## src/rtl/data_mem_port_ctrl_if.sv

```systemverilog
// Bus bundle between the data RAM port controller and its surroundings:
// port A (bridge, no grant), port B (loader/debug, req/gnt), and the RAM
// macro wrapper signals. The master modport is the environment side
// (bridge, loader and RAM); the slave modport is the controller.
interface data_mem_port_ctrl_if #(
  parameter int ADDR_WIDTH = 16,
  parameter int DATA_WIDTH = 32
);
  localparam int BE_WIDTH = DATA_WIDTH / 8;

  // Port A: bridge side, always has priority
  logic                  a_req_i;
  logic                  a_we_i;
  logic [ADDR_WIDTH-1:0] a_addr_i;
  logic [BE_WIDTH-1:0]   a_be_i;
  logic [DATA_WIDTH-1:0] a_wdata_i;
  logic [DATA_WIDTH-1:0] a_rdata_o;
  logic                  a_drop_o;

  // Port B: loader/debug side with req/gnt handshake
  logic                  b_req_i;
  logic                  b_we_i;
  logic [ADDR_WIDTH-1:0] b_addr_i;
  logic [BE_WIDTH-1:0]   b_be_i;
  logic [DATA_WIDTH-1:0] b_wdata_i;
  logic                  b_gnt_o;
  logic                  b_rvalid_o;
  logic [DATA_WIDTH-1:0] b_rdata_o;

  // RAM macro wrapper side
  logic                  ram_en_o;
  logic                  ram_we_o;
  logic [ADDR_WIDTH-1:0] ram_addr_o;
  logic [BE_WIDTH-1:0]   ram_be_o;
  logic [DATA_WIDTH-1:0] ram_wdata_o;
  logic [DATA_WIDTH-1:0] ram_rdata_i;

  modport master (
    output a_req_i, a_we_i, a_addr_i, a_be_i, a_wdata_i,
    input  a_rdata_o, a_drop_o,
    output b_req_i, b_we_i, b_addr_i, b_be_i, b_wdata_i,
    input  b_gnt_o, b_rvalid_o, b_rdata_o,
    input  ram_en_o, ram_we_o, ram_addr_o, ram_be_o, ram_wdata_o,
    output ram_rdata_i
  );

  modport slave (
    input  a_req_i, a_we_i, a_addr_i, a_be_i, a_wdata_i,
    output a_rdata_o, a_drop_o,
    input  b_req_i, b_we_i, b_addr_i, b_be_i, b_wdata_i,
    output b_gnt_o, b_rvalid_o, b_rdata_o,
    output ram_en_o, ram_we_o, ram_addr_o, ram_be_o, ram_wdata_o,
    input  ram_rdata_i
  );
endinterface

```

## src/rtl/data_mem_port_ctrl.sv

```systemverilog
// RAM-side port controller for the single-port data RAM.
// Port A (bridge) always wins; port B (loader/debug) gets the RAM only when
// port A is idle and sees a registered read-valid one cycle after its grant.
// Optional feature macro: DATA_MEM_ZERO_INIT_EN. When defined, the block
// starts in an INIT sweep that writes INIT_PATTERN to every word before
// normal arbitration begins; when undefined, it comes out of reset in RUN.
module data_mem_port_ctrl #(
  parameter int                    RAM_SIZE     = 65536,
  parameter int                    DATA_WIDTH   = 32,
  parameter int                    ADDR_WIDTH   = $clog2(RAM_SIZE),
  parameter logic [DATA_WIDTH-1:0] INIT_PATTERN = '0
) (
  input  logic                  clk,
  input  logic                  rst_n,
  data_mem_port_ctrl_if.slave   bus,
  output logic                  init_done_o
);

  localparam int BE_WIDTH = DATA_WIDTH / 8;

  logic                  w_init;
  logic [ADDR_WIDTH-1:0] w_init_addr;
  logic                  w_b_gnt;
  logic                  r_b_rvalid;

`ifdef DATA_MEM_ZERO_INIT_EN
  localparam int NWORDS = RAM_SIZE / BE_WIDTH;
  localparam int CNT_W  = (NWORDS > 1) ? $clog2(NWORDS) : 1;
  localparam int OFF_W  = $clog2(BE_WIDTH);

  typedef enum logic {
    S_INIT,
    S_RUN
  } state_t;

  state_t           r_state;
  state_t           w_state_nxt;
  logic [CNT_W-1:0] r_cnt;
  logic [CNT_W-1:0] w_cnt_nxt;
  logic             r_a_drop;

  // State and sweep counter registers
  always_ff @(posedge clk or negedge rst_n) begin
    if (!rst_n) begin
      r_state <= S_INIT;
      r_cnt   <= '0;
    end else begin
      // NOTE: sequential state uses non-blocking assignments so every flop
      // samples pre-edge values regardless of block evaluation order.
      r_state <= w_state_nxt;
      r_cnt   <= w_cnt_nxt;
    end
  end

  // Sweep advance: one word per cycle, leave INIT after the last word
  always_comb begin
    w_state_nxt = r_state;
    w_cnt_nxt   = r_cnt;
    if (r_state == S_INIT) begin
      if (r_cnt == CNT_W'(NWORDS - 1)) begin
        w_state_nxt = S_RUN;
        w_cnt_nxt   = '0;
      end else begin
        w_cnt_nxt = r_cnt + 1'b1;
      end
    end
  end

  // A port A request seen during the sweep is reported one cycle later
  always_ff @(posedge clk or negedge rst_n) begin
    if (!rst_n) begin
      r_a_drop <= 1'b0;
    end else begin
      r_a_drop <= (r_state == S_INIT) && bus.a_req_i;
    end
  end

  assign w_init       = (r_state == S_INIT);
  assign w_init_addr  = ADDR_WIDTH'(r_cnt) << OFF_W;
  assign bus.a_drop_o = r_a_drop;
  // The state register is the done flag: it reads RUN from the cycle after
  // the last sweep write.
  assign init_done_o  = (r_state == S_RUN);
`else
  assign w_init       = 1'b0;
  assign w_init_addr  = '0;
  assign bus.a_drop_o = 1'b0;
  assign init_done_o  = 1'b1;
`endif

  // RAM mux: sweep, then port A, then port B, otherwise idle with zeros
  always_comb begin
    // NOTE: every output gets a default before the priority chain so no
    // path leaves a signal unassigned and no latch is inferred.
    bus.ram_en_o    = 1'b0;
    bus.ram_we_o    = 1'b0;
    bus.ram_addr_o  = '0;
    bus.ram_be_o    = '0;
    bus.ram_wdata_o = '0;
    w_b_gnt         = 1'b0;
    if (w_init) begin
      bus.ram_en_o    = 1'b1;
      bus.ram_we_o    = 1'b1;
      bus.ram_addr_o  = w_init_addr;
      bus.ram_be_o    = '1;
      bus.ram_wdata_o = INIT_PATTERN;
    end else if (bus.a_req_i) begin
      bus.ram_en_o    = 1'b1;
      bus.ram_we_o    = bus.a_we_i;
      bus.ram_addr_o  = bus.a_addr_i;
      bus.ram_be_o    = bus.a_be_i;
      bus.ram_wdata_o = bus.a_wdata_i;
    end else if (bus.b_req_i) begin
      w_b_gnt         = 1'b1;
      bus.ram_en_o    = 1'b1;
      bus.ram_we_o    = bus.b_we_i;
      bus.ram_addr_o  = bus.b_addr_i;
      bus.ram_be_o    = bus.b_be_i;
      bus.ram_wdata_o = bus.b_wdata_i;
    end
  end

  // Port B read-valid lines up with the RAM's one-cycle read latency
  always_ff @(posedge clk or negedge rst_n) begin
    if (!rst_n) begin
      r_b_rvalid <= 1'b0;
    end else begin
      r_b_rvalid <= w_b_gnt && !bus.b_we_i;
    end
  end

  assign bus.b_gnt_o    = w_b_gnt;
  assign bus.b_rvalid_o = r_b_rvalid;
  assign bus.a_rdata_o  = bus.ram_rdata_i;
  assign bus.b_rdata_o  = bus.ram_rdata_i;

endmodule

```

## src/flat_wrapper.sv

```systemverilog
// flat-port wrapper written by rule: the top's interface ports become plain ports
module data_mem_port_ctrl_flat 
#(
  parameter int                    RAM_SIZE     = 65536,
  parameter int                    DATA_WIDTH   = 32,
  parameter int                    ADDR_WIDTH   = $clog2(RAM_SIZE),
  parameter logic [DATA_WIDTH-1:0] INIT_PATTERN = '0
)
  (clk, rst_n, init_done_o, bus_a_req_i, bus_a_we_i, bus_a_addr_i, bus_a_be_i, bus_a_wdata_i, bus_a_rdata_o, bus_a_drop_o, bus_b_req_i, bus_b_we_i, bus_b_addr_i, bus_b_be_i, bus_b_wdata_i, bus_b_gnt_o, bus_b_rvalid_o, bus_b_rdata_o, bus_ram_en_o, bus_ram_we_o, bus_ram_addr_o, bus_ram_be_o, bus_ram_wdata_o, bus_ram_rdata_i);
  data_mem_port_ctrl_if #(.ADDR_WIDTH(ADDR_WIDTH), .DATA_WIDTH(DATA_WIDTH)) bus_i ();
  input  logic clk;
  input  logic rst_n;
  output logic init_done_o;
  input wire logic [$bits(bus_i.a_req_i)-1:0] bus_a_req_i;
  input wire logic [$bits(bus_i.a_we_i)-1:0] bus_a_we_i;
  input wire logic [$bits(bus_i.a_addr_i)-1:0] bus_a_addr_i;
  input wire logic [$bits(bus_i.a_be_i)-1:0] bus_a_be_i;
  input wire logic [$bits(bus_i.a_wdata_i)-1:0] bus_a_wdata_i;
  output wire logic [$bits(bus_i.a_rdata_o)-1:0] bus_a_rdata_o;
  output wire logic [$bits(bus_i.a_drop_o)-1:0] bus_a_drop_o;
  input wire logic [$bits(bus_i.b_req_i)-1:0] bus_b_req_i;
  input wire logic [$bits(bus_i.b_we_i)-1:0] bus_b_we_i;
  input wire logic [$bits(bus_i.b_addr_i)-1:0] bus_b_addr_i;
  input wire logic [$bits(bus_i.b_be_i)-1:0] bus_b_be_i;
  input wire logic [$bits(bus_i.b_wdata_i)-1:0] bus_b_wdata_i;
  output wire logic [$bits(bus_i.b_gnt_o)-1:0] bus_b_gnt_o;
  output wire logic [$bits(bus_i.b_rvalid_o)-1:0] bus_b_rvalid_o;
  output wire logic [$bits(bus_i.b_rdata_o)-1:0] bus_b_rdata_o;
  output wire logic [$bits(bus_i.ram_en_o)-1:0] bus_ram_en_o;
  output wire logic [$bits(bus_i.ram_we_o)-1:0] bus_ram_we_o;
  output wire logic [$bits(bus_i.ram_addr_o)-1:0] bus_ram_addr_o;
  output wire logic [$bits(bus_i.ram_be_o)-1:0] bus_ram_be_o;
  output wire logic [$bits(bus_i.ram_wdata_o)-1:0] bus_ram_wdata_o;
  input wire logic [$bits(bus_i.ram_rdata_i)-1:0] bus_ram_rdata_i;
  assign bus_i.a_req_i = bus_a_req_i;
  assign bus_i.a_we_i = bus_a_we_i;
  assign bus_i.a_addr_i = bus_a_addr_i;
  assign bus_i.a_be_i = bus_a_be_i;
  assign bus_i.a_wdata_i = bus_a_wdata_i;
  assign bus_a_rdata_o = bus_i.a_rdata_o;
  assign bus_a_drop_o = bus_i.a_drop_o;
  assign bus_i.b_req_i = bus_b_req_i;
  assign bus_i.b_we_i = bus_b_we_i;
  assign bus_i.b_addr_i = bus_b_addr_i;
  assign bus_i.b_be_i = bus_b_be_i;
  assign bus_i.b_wdata_i = bus_b_wdata_i;
  assign bus_b_gnt_o = bus_i.b_gnt_o;
  assign bus_b_rvalid_o = bus_i.b_rvalid_o;
  assign bus_b_rdata_o = bus_i.b_rdata_o;
  assign bus_ram_en_o = bus_i.ram_en_o;
  assign bus_ram_we_o = bus_i.ram_we_o;
  assign bus_ram_addr_o = bus_i.ram_addr_o;
  assign bus_ram_be_o = bus_i.ram_be_o;
  assign bus_ram_wdata_o = bus_i.ram_wdata_o;
  assign bus_i.ram_rdata_i = bus_ram_rdata_i;
  data_mem_port_ctrl #(.RAM_SIZE(RAM_SIZE), .DATA_WIDTH(DATA_WIDTH), .ADDR_WIDTH(ADDR_WIDTH), .INIT_PATTERN(INIT_PATTERN)) u_core (.clk(clk), .rst_n(rst_n), .bus(bus_i), .init_done_o(init_done_o));
endmodule
```

## config.mk

```make
export PLATFORM = sky130hd
export DESIGN_NAME = data_mem_port_ctrl_flat
export DESIGN_NICKNAME = d
export VERILOG_FILES = /design/src/rtl/data_mem_port_ctrl_if.sv /design/src/rtl/data_mem_port_ctrl.sv /design/src/flat_wrapper.sv
export SDC_FILE = /design/constraint.sdc
export NUM_CORES = 1
export LEC_CHECK = 0
export CAP_MARGIN = 25
export CORE_AREA = 2 2 101 103
export DETAILED_ROUTE_END_ITERATION = 10
export DIE_AREA = 0 0 103 105
export SLEW_MARGIN = 20
export SYNTH_ARGS = -nofsm -noshare
export SYNTH_HDL_FRONTEND = slang
export SYNTH_SLANG_ARGS = --single-unit
```

## constraint.sdc

```tcl
create_clock -name clk -period 1.2 [get_ports clk]
set_clock_uncertainty 0.15 [all_clocks]
set_input_delay 0.18 -clock clk [delete_from_list [all_inputs] [get_ports clk]]
set_output_delay 0.18 -clock clk [all_outputs]
set_load 0.05 [all_outputs]
```

==> flow_metrics.tcl <==
set metrics [dict create \
    die_width_um 103 \
    multiInputGateArea_um2 964.7 \
    holdBufCountCts 0 \
    syn-num-nets 281 \
    required_ns 0.87 \
    startpoint_type "input port" \
    dp_slack_ns -0.5978 \
    synthAdderAreaFrac 0 \
    most-common-layout-cells "96 x clkdlybuf4s50_1, 58 x buf_12, 52 x a22o_4, 9 x dlymetal6s2s_1, 7 x buf_6" \
    die_area_mm2 0.01082 \
    place_area_mm2 0.003108 \
    fmax_mhz 718.9 \
    vias_per_cell 3.857 \
    setup_ws_ns -0.1910 \
    max_stage_delay_ns 0.23 \
    hold_viol_final 0 \
    yosys.area_share.simple 0.03084 \
    dr.first_iter.drc_count 19 \
    p_leak_nw 1.626 \
    vdd.ir_drop.worst_mv 0.2212 \
    grt_max_degree 29 \
    ys.warnings.count 0 \
    fin_nets 389 \
    regArea_um2 25.02 \
    io_buffers 165 \
    post_drt_wl_per_cell_um 16.48 \
    drive_gt1_frac 0.5388 \
    gr-total-overflow 0 \
    grt_first_pass_wirelength_mm 8.707 \
    dp_hpwl_mm 4.290 \
    grt_use_total 0.1014 \
    synth-seq-cells 1 \
    synth_compound_area_frac 0.4053 \
    slowest_stage "a22o_4" \
    crit_end "bus_ram_wdata_o[30]" \
    largest_reg_flops 1 \
    cp-end-kind "output pin" \
    fin_crit_sh 1.159 \
    gp_congestion 0.6779 \
    cp.depth 6 \
    crit_family "buffers and inverters" \
    violations "negative setup slack" \
    hold_ws_ns 0.1813 \
    rows 36 \
    fillers 946 \
    slew_violations 0 \
    fin_setup_tns_ns -8.811 \
    crit_chain "buf_6, nor2b_4, buf_6, buf_12, a22o_4, buf_12" \
    final_common_cell "clkdlybuf4s50_1" \
    setup_viol 54 \
    synth_cell_types 10 \
    antenna_left 0 \
    max-cap-violations 0 \
    rsz0062_at_grt "true" \
    fp.coreArea_mm2 0.009639 \
    drcViolationCount 0 \
    hold_path.class "input port to asynchronous set/reset pin" \
    start_util 0.1179 \
    totalWireLength_mm 6.231 \
    first_global_vias 1670 \
    synth_top_family_by_area "buffers and inverters" \
    synth_xor_area_frac 0 \
    crit_type "input port to output pin" \
    synth_area_mm2 0.001136 \
    firstDrtPassIters 2 \
    clkTransAtPathRegs_ns 0 \
    power_density_mw_per_mm2 567.1 \
    path_buf_inv 4 \
    stdcell_area_mm2 0.003710 \
    pin_count 264 \
    syn_inst 139 \
    die_y_um 105 \
    syn_to_final_growth_pct 226.5 \
    worstPathArrival_ns 1.06 \
    crit_fanout 8 \
    n_antenna_cell 0 \
    seq_area_frac_synth 0.02203 \
    antenna_found_initial 0 \
    yosys-mux-area-fraction 0 \
    postSynthAreaPerCell_um2 8.173 \
    finalCriticalPeriod_ns 1.391 \
    crit_start "bus_b_req_i" \
    via_count 1458 \
    outcome "finished, violations left" \
]
timing repair:
| item | in CTS | in global routing |
|---|---|---|
| pin swaps | 4 | 11 |
| gates cloned | 5 | 2 |
| buffers inserted | 5 | 2 |
| resized for setup | 55 | 21 |
| setup endpoints to repair | 56 | 54 |
worst min-delay path by stage:
stage / slack [ns] / endpoint / from / cells past startpoint
5_1_grt: 0.19 / u_core.bus.b_rvalid_o / rst_n / 1
3_5_place_dp: 0.18 / u_core.bus.b_rvalid_o / rst_n / 1
3_3_place_gp: 0.18 / u_core.bus.b_rvalid_o / rst_n / 1
2_1_floorplan: -0.27 / u_core.bus.b_rvalid_o / rst_n / 0
4_1_cts: 0.18 / u_core.bus.b_rvalid_o / rst_n / 1
6_report: 0.18 / u_core.bus.b_rvalid_o / rst_n / 1
metal layers:
layer / share of wire / routed length, um / global-route usage
met1: 0.32 / 2021 / 0.1022
met5: 0 / 0 / 0
met3: 0.10 / 632 / 0.02542
met4: 0.013 / 81 / 0.01504
met2: 0.56 / 3496 / 0.2050
layout make-up:
cell class	instances	share of cell area
Multi-Input combinational cell	60	0.2600
Sequential cell	1	0.006745
Tap cell	133	0.04486
Timing Repair Buffer	184	0.6884
cells in the mapped netlist:
cell / count / area share
conb_1: 2 / 0.0066
nor2b_4: 1 / 0.012
o21ai_0: 1 / 0.0044
or2_2: 1 / 0.0055
buf_4: 72 / 0.48
a22o_1: 52 / 0.40
buf_6: 6 / 0.059
dfrtp_1: 1 / 0.022
and2b_1: 1 / 0.0066
nand2_1: 2 / 0.0066
power breakdown:
| group | internal [W] | switching, W |
|---|---|---|
| clock network | 0 | 0 |
| logic | 0.00117 | 0.000900 |
| registers | 0.0000356 | 0.00000102 |
through the flow:
| step | instances | utilization | total power (W) |
|---|---|---|---|
| floorplan | 139 | - | 0.001402 |
| global placement | 365 | 0.3224 | 0.001845 |
| detailed placement | 365 | 0.3224 | 0.001855 |
| CTS | 375 | 0.3703 | 0.002069 |
| global route | 378 | 0.3849 | 0.002182 |
| finish | 378 | 0.3849 | 0.002104 |
kinds of logic (layout without fill, tap and decap cells):
family / after synthesis / count (layout)
AOI/OAI and AO/OA: 53 / 53
buffers and inverters: 78 / 184
DFF: 1 / 1
other: 2 / 2
and+or+nand+nor: 5 / 5
No activity file was read; power rests on OpenSTA's default activity.
